<file path="config.mk">
export PLATFORM = sky130hd
export DESIGN_NAME = uart_rx_byte
export DESIGN_NICKNAME = d
export VERILOG_FILES = /design/src/rtl/uart_pkg.sv /design/src/rtl/uart_baud_tick.sv /design/src/rtl/uart_rx_byte.sv
export SDC_FILE = /design/constraint.sdc
export NUM_CORES = 1
export LEC_CHECK = 0
export ABC_AREA = 1
export BUFFER_PORTS_ARGS = -buffer_cell sky130_fd_sc_hd__clkbuf_2
export CAP_MARGIN = 15
export CORE_MARGIN = 2
export CORE_UTILIZATION = 51
export DETAILED_ROUTE_END_ITERATION = 10
export PLACE_DENSITY = 0.69
export SLEW_MARGIN = 20
export SYNTH_ARGS = -nofsm -noshare
export SYNTH_HDL_FRONTEND = slang
export SYNTH_SLANG_ARGS = --single-unit
export TNS_END_PERCENT = 5
</file>
<file path="constraint.sdc">
create_clock -name clk -period 1.6 [get_ports clk]
set_clock_uncertainty 0.15 [all_clocks]
set_input_delay 0 -clock clk [delete_from_list [all_inputs] [get_ports clk]]
set_output_delay 0 -clock clk [all_outputs]
set_load 0.1 [all_outputs]
</file>
<file path="src/rtl/uart_pkg.sv">
// Shared definitions for the UART receive path: FSM states, oversampling
// factor and helpers that size the baud tick divider.
package uart_pkg;

    localparam int OVS = 16;

    // Tick index inside one bit at which the start bit is checked (mid bit)
    // and at which data/stop bits are sampled (one full bit later).
    localparam logic [3:0] TCNT_MID  = 4'd7;
    localparam logic [3:0] TCNT_LAST = 4'd15;
    localparam logic [2:0] BCNT_LAST = 3'd7;

    typedef enum logic [2:0] {
        IDLE,
        START,
        DATA,
        STOP,
        WAIT_HIGH
    } rx_state_e;

    // Rounded clk cycles per oversampling tick.
    function automatic int calc_div(input int clk_hz, input int baud, input int ovs);
        return (clk_hz + (baud * ovs) / 2) / (baud * ovs);
    endfunction

    // Width of a counter that must hold 0..div-1.
    function automatic int div_width(input int div);
        return (div > 1) ? $clog2(div) : 1;
    endfunction

endpackage

</file>
<file path="src/rtl/uart_baud_tick.sv">
// Oversampling tick generator: counts 0..DIV-1 and pulses tick on the wrap.
// Held at zero while clear is high so a frame always starts on a fresh phase.
module uart_baud_tick
    import uart_pkg::*;
#(
    parameter int DIV = 54
) (
    input  logic clk,
    input  logic reset,
    input  logic clear,
    output logic tick
);

    localparam int            W    = div_width(DIV);
    localparam logic [W-1:0]  LAST = W'(DIV - 1);

    logic [W-1:0] cnt_q;
    logic [W-1:0] cnt_d;

    // Next count: cleared on request, otherwise wraps at DIV-1.
    always_comb begin
        // NOTE: every always_comb output gets a default first so no path can
        // leave it unassigned and infer a latch.
        cnt_d = cnt_q;
        tick  = 1'b0;
        if (clear) begin
            cnt_d = '0;
        end else if (cnt_q == LAST) begin
            cnt_d = '0;
            tick  = 1'b1;
        end else begin
            cnt_d = cnt_q + W'(1);
        end
    end

    // Counter register with synchronous reset.
    always_ff @(posedge clk) begin
        // NOTE: sequential state uses non-blocking assignments so every flop
        // samples pre-edge values regardless of statement order.
        if (reset) begin
            cnt_q <= '0;
        end else begin
            cnt_q <= cnt_d;
        end
    end

endmodule

</file>
<file path="src/rtl/uart_rx_byte.sv">
// 8N1 UART receiver with 16x oversampling. Presents each good byte on
// rx_data with a one-cycle rx_ready strobe; a low stop bit raises a
// one-cycle frame_error and the receiver waits for the line to go high.
module uart_rx_byte
    import uart_pkg::*;
#(
    parameter int CLK_HZ = 100_000_000,
    parameter int BAUD   = 115200,
    parameter int OVS    = 16
) (
    input  logic       clk,
    input  logic       reset,
    input  logic       rx,
    output logic [7:0] rx_data,
    output logic       rx_ready,
    output logic       frame_error,
    output logic       busy
);

    localparam int DIV = calc_div(CLK_HZ, BAUD, OVS);

    // Synchronizer
    logic rx_meta_q, rx_meta_d;
    logic rx_s_q,    rx_s_d;

    // FSM and datapath
    rx_state_e  state_q, state_d;
    logic [3:0] tcnt_q,  tcnt_d;
    logic [2:0] bcnt_q,  bcnt_d;
    logic [7:0] shreg_q, shreg_d;
    logic [7:0] rx_data_q, rx_data_d;
    logic       rx_ready_q, rx_ready_d;
    logic       frame_error_q, frame_error_d;

    logic tick;
    logic tick_clear;

    // The divider only runs while a frame is in progress.
    assign tick_clear = (state_q == IDLE) || (state_q == WAIT_HIGH);

    uart_baud_tick #(
        .DIV (DIV)
    ) u_baud_tick (
        .clk   (clk),
        .reset (reset),
        .clear (tick_clear),
        .tick  (tick)
    );

    // Two-stage synchronizer path for the asynchronous line.
    always_comb begin
        // NOTE: rx is asynchronous to clk; only rx_s_q may be used by logic,
        // the first stage exists to absorb metastability.
        rx_meta_d = rx;
        rx_s_d    = rx_meta_q;
    end

    // Next-state, counter, shift register and strobe logic.
    always_comb begin
        state_d       = state_q;
        tcnt_d        = tcnt_q;
        bcnt_d        = bcnt_q;
        shreg_d       = shreg_q;
        rx_data_d     = rx_data_q;
        rx_ready_d    = 1'b0;
        frame_error_d = 1'b0;

        case (state_q)
            IDLE: begin
                if (!rx_s_q) begin
                    state_d = START;
                    tcnt_d  = '0;
                end
            end

            START: begin
                if (tick) begin
                    if (tcnt_q == TCNT_MID) begin
                        if (rx_s_q) begin
                            // Start bit vanished by mid bit: a glitch.
                            state_d = IDLE;
                        end else begin
                            tcnt_d  = '0;
                            bcnt_d  = '0;
                            state_d = DATA;
                        end
                    end else begin
                        tcnt_d = tcnt_q + 4'd1;
                    end
                end
            end

            DATA: begin
                if (tick) begin
                    // tcnt wraps 15 -> 0 naturally at each bit boundary.
                    tcnt_d = tcnt_q + 4'd1;
                    if (tcnt_q == TCNT_LAST) begin
                        shreg_d = {rx_s_q, shreg_q[7:1]};
                        bcnt_d  = bcnt_q + 3'd1;
                        if (bcnt_q == BCNT_LAST) begin
                            state_d = STOP;
                        end
                    end
                end
            end

            STOP: begin
                if (tick) begin
                    tcnt_d = tcnt_q + 4'd1;
                    if (tcnt_q == TCNT_LAST) begin
                        if (rx_s_q) begin
                            rx_data_d  = shreg_q;
                            rx_ready_d = 1'b1;
                            state_d    = IDLE;
                        end else begin
                            frame_error_d = 1'b1;
                            state_d       = WAIT_HIGH;
                        end
                    end
                end
            end

            WAIT_HIGH: begin
                // Hold off through a break so it cannot look like a start bit.
                if (rx_s_q) begin
                    state_d = IDLE;
                end
            end

            default: begin
                state_d = IDLE;
            end
        endcase
    end

    // All state registers; reset discards any partial frame.
    always_ff @(posedge clk) begin
        if (reset) begin
            rx_meta_q     <= 1'b1;
            rx_s_q        <= 1'b1;
            state_q       <= IDLE;
            tcnt_q        <= '0;
            bcnt_q        <= '0;
            shreg_q       <= '0;
            rx_data_q     <= '0;
            rx_ready_q    <= 1'b0;
            frame_error_q <= 1'b0;
        end else begin
            rx_meta_q     <= rx_meta_d;
            rx_s_q        <= rx_s_d;
            state_q       <= state_d;
            tcnt_q        <= tcnt_d;
            bcnt_q        <= bcnt_d;
            shreg_q       <= shreg_d;
            rx_data_q     <= rx_data_d;
            rx_ready_q    <= rx_ready_d;
            frame_error_q <= frame_error_d;
        end
    end

    assign rx_data     = rx_data_q;
    assign rx_ready    = rx_ready_q;
    assign frame_error = frame_error_q;
    assign busy        = (state_q != IDLE);

endmodule

</file>
== Word level (Yosys, flattened, before mapping) ==
Index checks and enable logic that the tools add are counted.
Word-level totals
  flip-flop bits (word level): 36
  word-level logic and storage cells: 75
Cells by class
  $add $sub $neg: 3
  equality and inequality tests: 19
  mux-type cells: 27
  bitwise operators: 3
  reductions and logical operators: 13
Operator list (count)
  2-to-1 mux 3 bit: 15
  inequality test 2 bit, second input constant: 10
  2-to-1 mux 4 bit: 4
  case mux 3 bit (5 select lines): 1
  case mux 4 bit (3 select lines): 1
  AND reduction 9 bit: 1
  adder 6 x 1 -> 6 bit, second input constant: 1
  equality test 3 x 2 -> 1 bit, second input constant: 2
  equality test 3 bit, second input constant: 2
  equality test 6 bit, second input constant: 1
  case mux 3 bit (2 select lines): 1
  AND reduction 3 bit: 2
  AND reduction 6 bit: 1
  nonzero test 3 bit: 2
  adder 4 x 1 -> 4 bit, second input constant: 1
  equality test 4 x 3 -> 1 bit, second input constant: 1
  equality test 4 bit, second input constant: 1
  2-to-1 mux 1 bit: 4
  AND reduction 4 bit: 1
  OR reduction 4 bit: 1
  adder 3 x 1 -> 3 bit, second input constant: 1
  equality test 3 x 1 -> 1 bit, second input constant: 1
  zero test 3 bit: 1
  NOT 1 bit: 3
  other kinds (6): 6

== Longest topological paths before layout ==
  word-level depth: 5
  gate-level depth with buffers: 10
  depth with buffers taken out: 10

== Hierarchy ==
A second synthesis with hierarchy kept.
Unflattened totals
  cell total of the unflattened synthesis: 230
  area total of the unflattened synthesis: 1685.4 µm²
Modules (own cells, without submodules)
  uart_rx_byte: instances 1, cells each 195, area each 1396.3 µm²
  uart_baud_tick: instances 1, cells each 35, area each 289.0 µm²

== Least setup slack after synthesis ==
No wires, ideal clock.
  path type: flip-flop to flip-flop
  from: register tcnt_q[0]
  to: register bcnt_q[0]
  data arrival time: 1.340 ns
  slack: -0.003 ns
  cell stages (with the launch flop): 9
  buffers on the path: 0
  cells stage by stage: dfxtp_1 ha_1 nand2_1 nor2_1 nor2_1 nor2_1 nand3_1 nor2_1 nor2_1
On the way
  word-level cells in the longest chain between the ends: 3
RTL lines
  from (decl): line uart_rx_byte.sv:28  | logic [3:0] tcnt_q, tcnt_d;
  from (signal assigned): line uart_rx_byte.sv:152  | tcnt_q <= tcnt_d;
  equality test 4 bit / equality test 4 x 3 -> 1 bit (equally long branches): line uart_rx_byte.sv:97, uart_rx_byte.sv:78
  inequality test 2 bit (no source line)
  AND reduction 6 bit (no source line) (*)
  to (signal assigned): line uart_rx_byte.sv:153  | bcnt_q <= bcnt_d;
  to (decl): line uart_rx_byte.sv:29  | logic [2:0] bcnt_q, bcnt_d;
Every way passes the cells marked *; elsewhere a longest branch is shown, timed or not.
A chain may end at the register's enable or synchronous reset.

== Worst setup path after layout ==
  from: register u_baud_tick.cnt_q[1]
  to: register shreg_q[2]
On the way
  word-level cells in the longest chain between the ends: 4
RTL lines
  from (decl): line uart_baud_tick.sv:17  | logic [W-1:0] cnt_q;
  from (signal assigned): line uart_baud_tick.sv:43  | cnt_q <= cnt_d;
  equality test 6 bit: line uart_baud_tick.sv:28  | end else if (cnt_q == LAST) begin
  2-to-1 mux 1 bit: line uart_baud_tick.sv:28
  2-to-1 mux 1 bit: line uart_baud_tick.sv:26  | if (clear) begin
  AND reduction 3 bit (no source line)
  to (signal assigned): line uart_rx_byte.sv:154  | shreg_q <= shreg_d;
  to (decl): line uart_rx_byte.sv:30  | logic [7:0] shreg_q, shreg_d;
Every way passes these cells.

==> flow_summary.ini <==
[pwr]
swShare_pct = 41.3
p_int_uw = 1820
total_power_uw = 3110
ir_drop_mv = 0.949
pwr-share-comb_pct = 45.3
power_frac_seq_pct = 34.4
clkPwrFrac_pct = 20.3
power_density_mw_per_mm2 = 1440
p_leak_uw = 0.000930
switching_power_uw = 1290

[global_route]
use_met2_pct = 32.5
grt_overflow = 0
grt_usage_pct = 21.3
grt_antenna_before_repair = 0
grt_pass1_vias = 1399
grt_start_max_net_pins = 20
grt_use_met1_pct = 28.6
use_met3_pct = 5.04
busiest_layer = met2
grt_pass1_wl_mm = 5.85

[min_path]
min_from = rx_meta_q
hold_class = flip-flop to flip-flop
min_to = rx_s_q
worstHoldPathCells = 1

[floorplanning]
chipHeight_um = 61.3
fp-row-count = 20
ios = 14
die_area_mm2 = 0.00376
core_mm2 = 0.00308
start_util_pct = 54.4
die_w_um = 61.3

[placed_design]
numPortBuffers = 13
place_ws_ns = -0.0824
routabilityCongestion = 0.845
dpl.hpwl_mm = 2.44
dpl.cell_count = 298

[drt]
vias_per_cell = 4.96
vias = 1542
drt_wl_total_mm = 3.47
drc_errors = 0
drt_first_pass_iters = 4
drtIter0Drc = 47
final_antenna_net_count = 0
avgRoutedWirePerCell_um = 11.1

[clock_tree]
cts_made_buffers = 5
cts_sinks = 36
cts_max_level = 2
cts_tree = done
clkLatencyLatePin_ns = 0.35
cts_buffer_depth = 2
clkSlewWorstSetupHoldPaths_ns = 0.10
clockRootBuffer = clkbuf_4

[sta]
slew_headroom_pct = 64.1
setup_slack_ns = 0.000831
drv_slew = 0
worst_pin_slew_ns = 0.540
finalSetupViolations = 0
hold_violations = 0
max_freq_mhz = 625
rsz0062_at_grt = true
tns_ns = 0
timing.final.crit_period_ns = 1.60
fin_crit_sh_pct = 99.9

[run_status]
status = completed

[synth]
ys_warn_count = 0
synth-edff-count = 0
synth_top_area_share_pct = 43.0
ys_ff_latch = 36
yosysMostFrequentCell = nor2_1
synth.yosys.seq_area_share_pct = 43.0
avgSynthCellArea_um2 = 7.38
synth_nets = 235
synth_top_cells_by_count = nor2_1 (54), nand2_1 (37), dfxtp_1 (36), nand3_1 (17), o21ai_0 (15)
synthFlopType = dfxtp_1
ys_async_sr_fraction_pct = 0
synth.largest_area_cell = dfxtp_1
netlist_top_cells_area = dfxtp_1 (43%), nor2_1 (12%), nand2_1 (8.3%)
netlist_instances = 227
syn_area_mm2 = 0.00168
yosysUniqueCellTypes = 26

[critical_path]
r2r_setup_slack_ns = 0.0008
cp_max_fo = 7
worstPathArrival_ns = 1.70
required_ns = 1.70
rr_worst_depth = 8
crit_type = flip-flop to flip-flop
r2r-end = shreg_q[2]
r2r-start = u_baud_tick.cnt_q[1]
startpoint_type = flip-flop
cp-end-kind = flip-flop

[final_layout]
stdcell_count = 311
seq_area_um2 = 732
multi_input_area_um2 = 961
fin_util_pct = 70.1
drive_gt1_share_pct = 33.0
areaGrowthSynthToFinish_pct = 28.8
antenna_cells = 0
nFillCells = 271
nets = 274

[flow_run]
maxCapViolCount = 0
-- cell type report --
| type | count | share of cell area [%] |
|---|---|---|
| clock buffer | 6 | 1.91 |
| clock inverter | 2 | 1.62 |
| inverter | 18 | 3.60 |
| multi-input combinational | 169 | 44.5 |
| sequential | 36 | 33.9 |
| tap | 44 | 2.55 |
| timing repair buffer | 36 | 11.8 |
-- worst max-delay path by stage --
stage                                    start    endpoint  slack [ns]  cells past startpoint
after floorplan                      tcnt_q[0]   bcnt_q[0]        0.05                      8
after global placement               tcnt_q[0]   bcnt_q[0]       -0.07                      8
after detailed placement             tcnt_q[0]   bcnt_q[0]       -0.08                      8
after CTS                 u_baud_tick.cnt_q[1]  state_q[0]      -0.008                     10
after global routing      u_baud_tick.cnt_q[1]  shreg_q[2]       -0.08                      8
final                     u_baud_tick.cnt_q[1]  shreg_q[2]      0.0008                      8
-- cells by family (layout without fill, tap and decap cells) --
| logic type | after synthesis | in the layout | share of synthesized area [%] |
|---|---|---|---|
| xor gates and xnor gates | 2 | 2 | 1.05 |
| AOI/OAI and AO/OA | 28 | 28 | 8.44 |
| adders and majority gates | 5 | 5 | 3.73 |
| and+or+nand+nor | 134 | 134 | 38.4 |
| DFF | 36 | 36 | 43.0 |
| buffers and inverters | 22 | 62 | 5.38 |
-- flip-flops by register name, indices dropped and copies added, names as in the netlist --
name and flops:
rx_data 8, u_baud_tick.cnt_q 6, rx_meta_q 1, shreg_q 8, state_q 3, frame_error 1
rx_s_q 1, tcnt_q 4, bcnt_q 3, rx_ready 1
-- critical path, stage by stage (launching register included) --
cell and delay [ns]:
dfxtp_2 0.33, inv_2 0.05, ha_4 0.13, nand3_4 0.08, nor2_4 0.24, nand4_4 0.22
buf_6 0.18, nor2_2 0.08, nor2_1 0.04
-- cells in the final DEF (no fill, tap or decap), types with 8 or more instances in the layout --
cell,Yosys,layout
nor2_4,4,8
inv_1,11,9
nor2_1,54,48
dfxtp_1,36,27
nand3_1,17,15
nand2_1,37,34
buf_4,0,19
o21ai_1,5,10
clkbuf_2,0,12
dfxtp_2,0,9
-- per-layer routing --
metal | up-vias | part of all wire, %
li1 | 825 | -
met1 | 686 | 49
met2 | 29 | 46
met3 | 2 | 4.1
met4 | 0 | 0.49
met5 | - | 0
-- what timing repair did --
action / CTS / global route
pin swaps: 0 / 16
setup buffers: 0 / 2
endpoints found under the hold margin: 11 / 0
setup endpoints to repair: 17 / 27
resized for setup: 7 / 38
hold buffers: 3 / 0
-- through the flow --
stage	area (µm²)	hold WS [ns]
4_1_cts	2040	0.277
3_5_place_dp	1920	0.0378
5_1_grt	2160	0.286
3_3_place_gp	1920	0.0358
6_report	2160	0.274
2_1_floorplan	1680	-0.0462
-- power groups by stage --
stage	Sequential, µW	Clock (µW)	Combinational [µW]
after floorplan	1040	0	891
after global placement	1060	0	1260
after global routing	1080	682	1560
after detailed placement	1060	0	1260
final	1070	630	1410
after CTS	1050	651	1290
No activity file was read; power rests on OpenSTA's default activity.
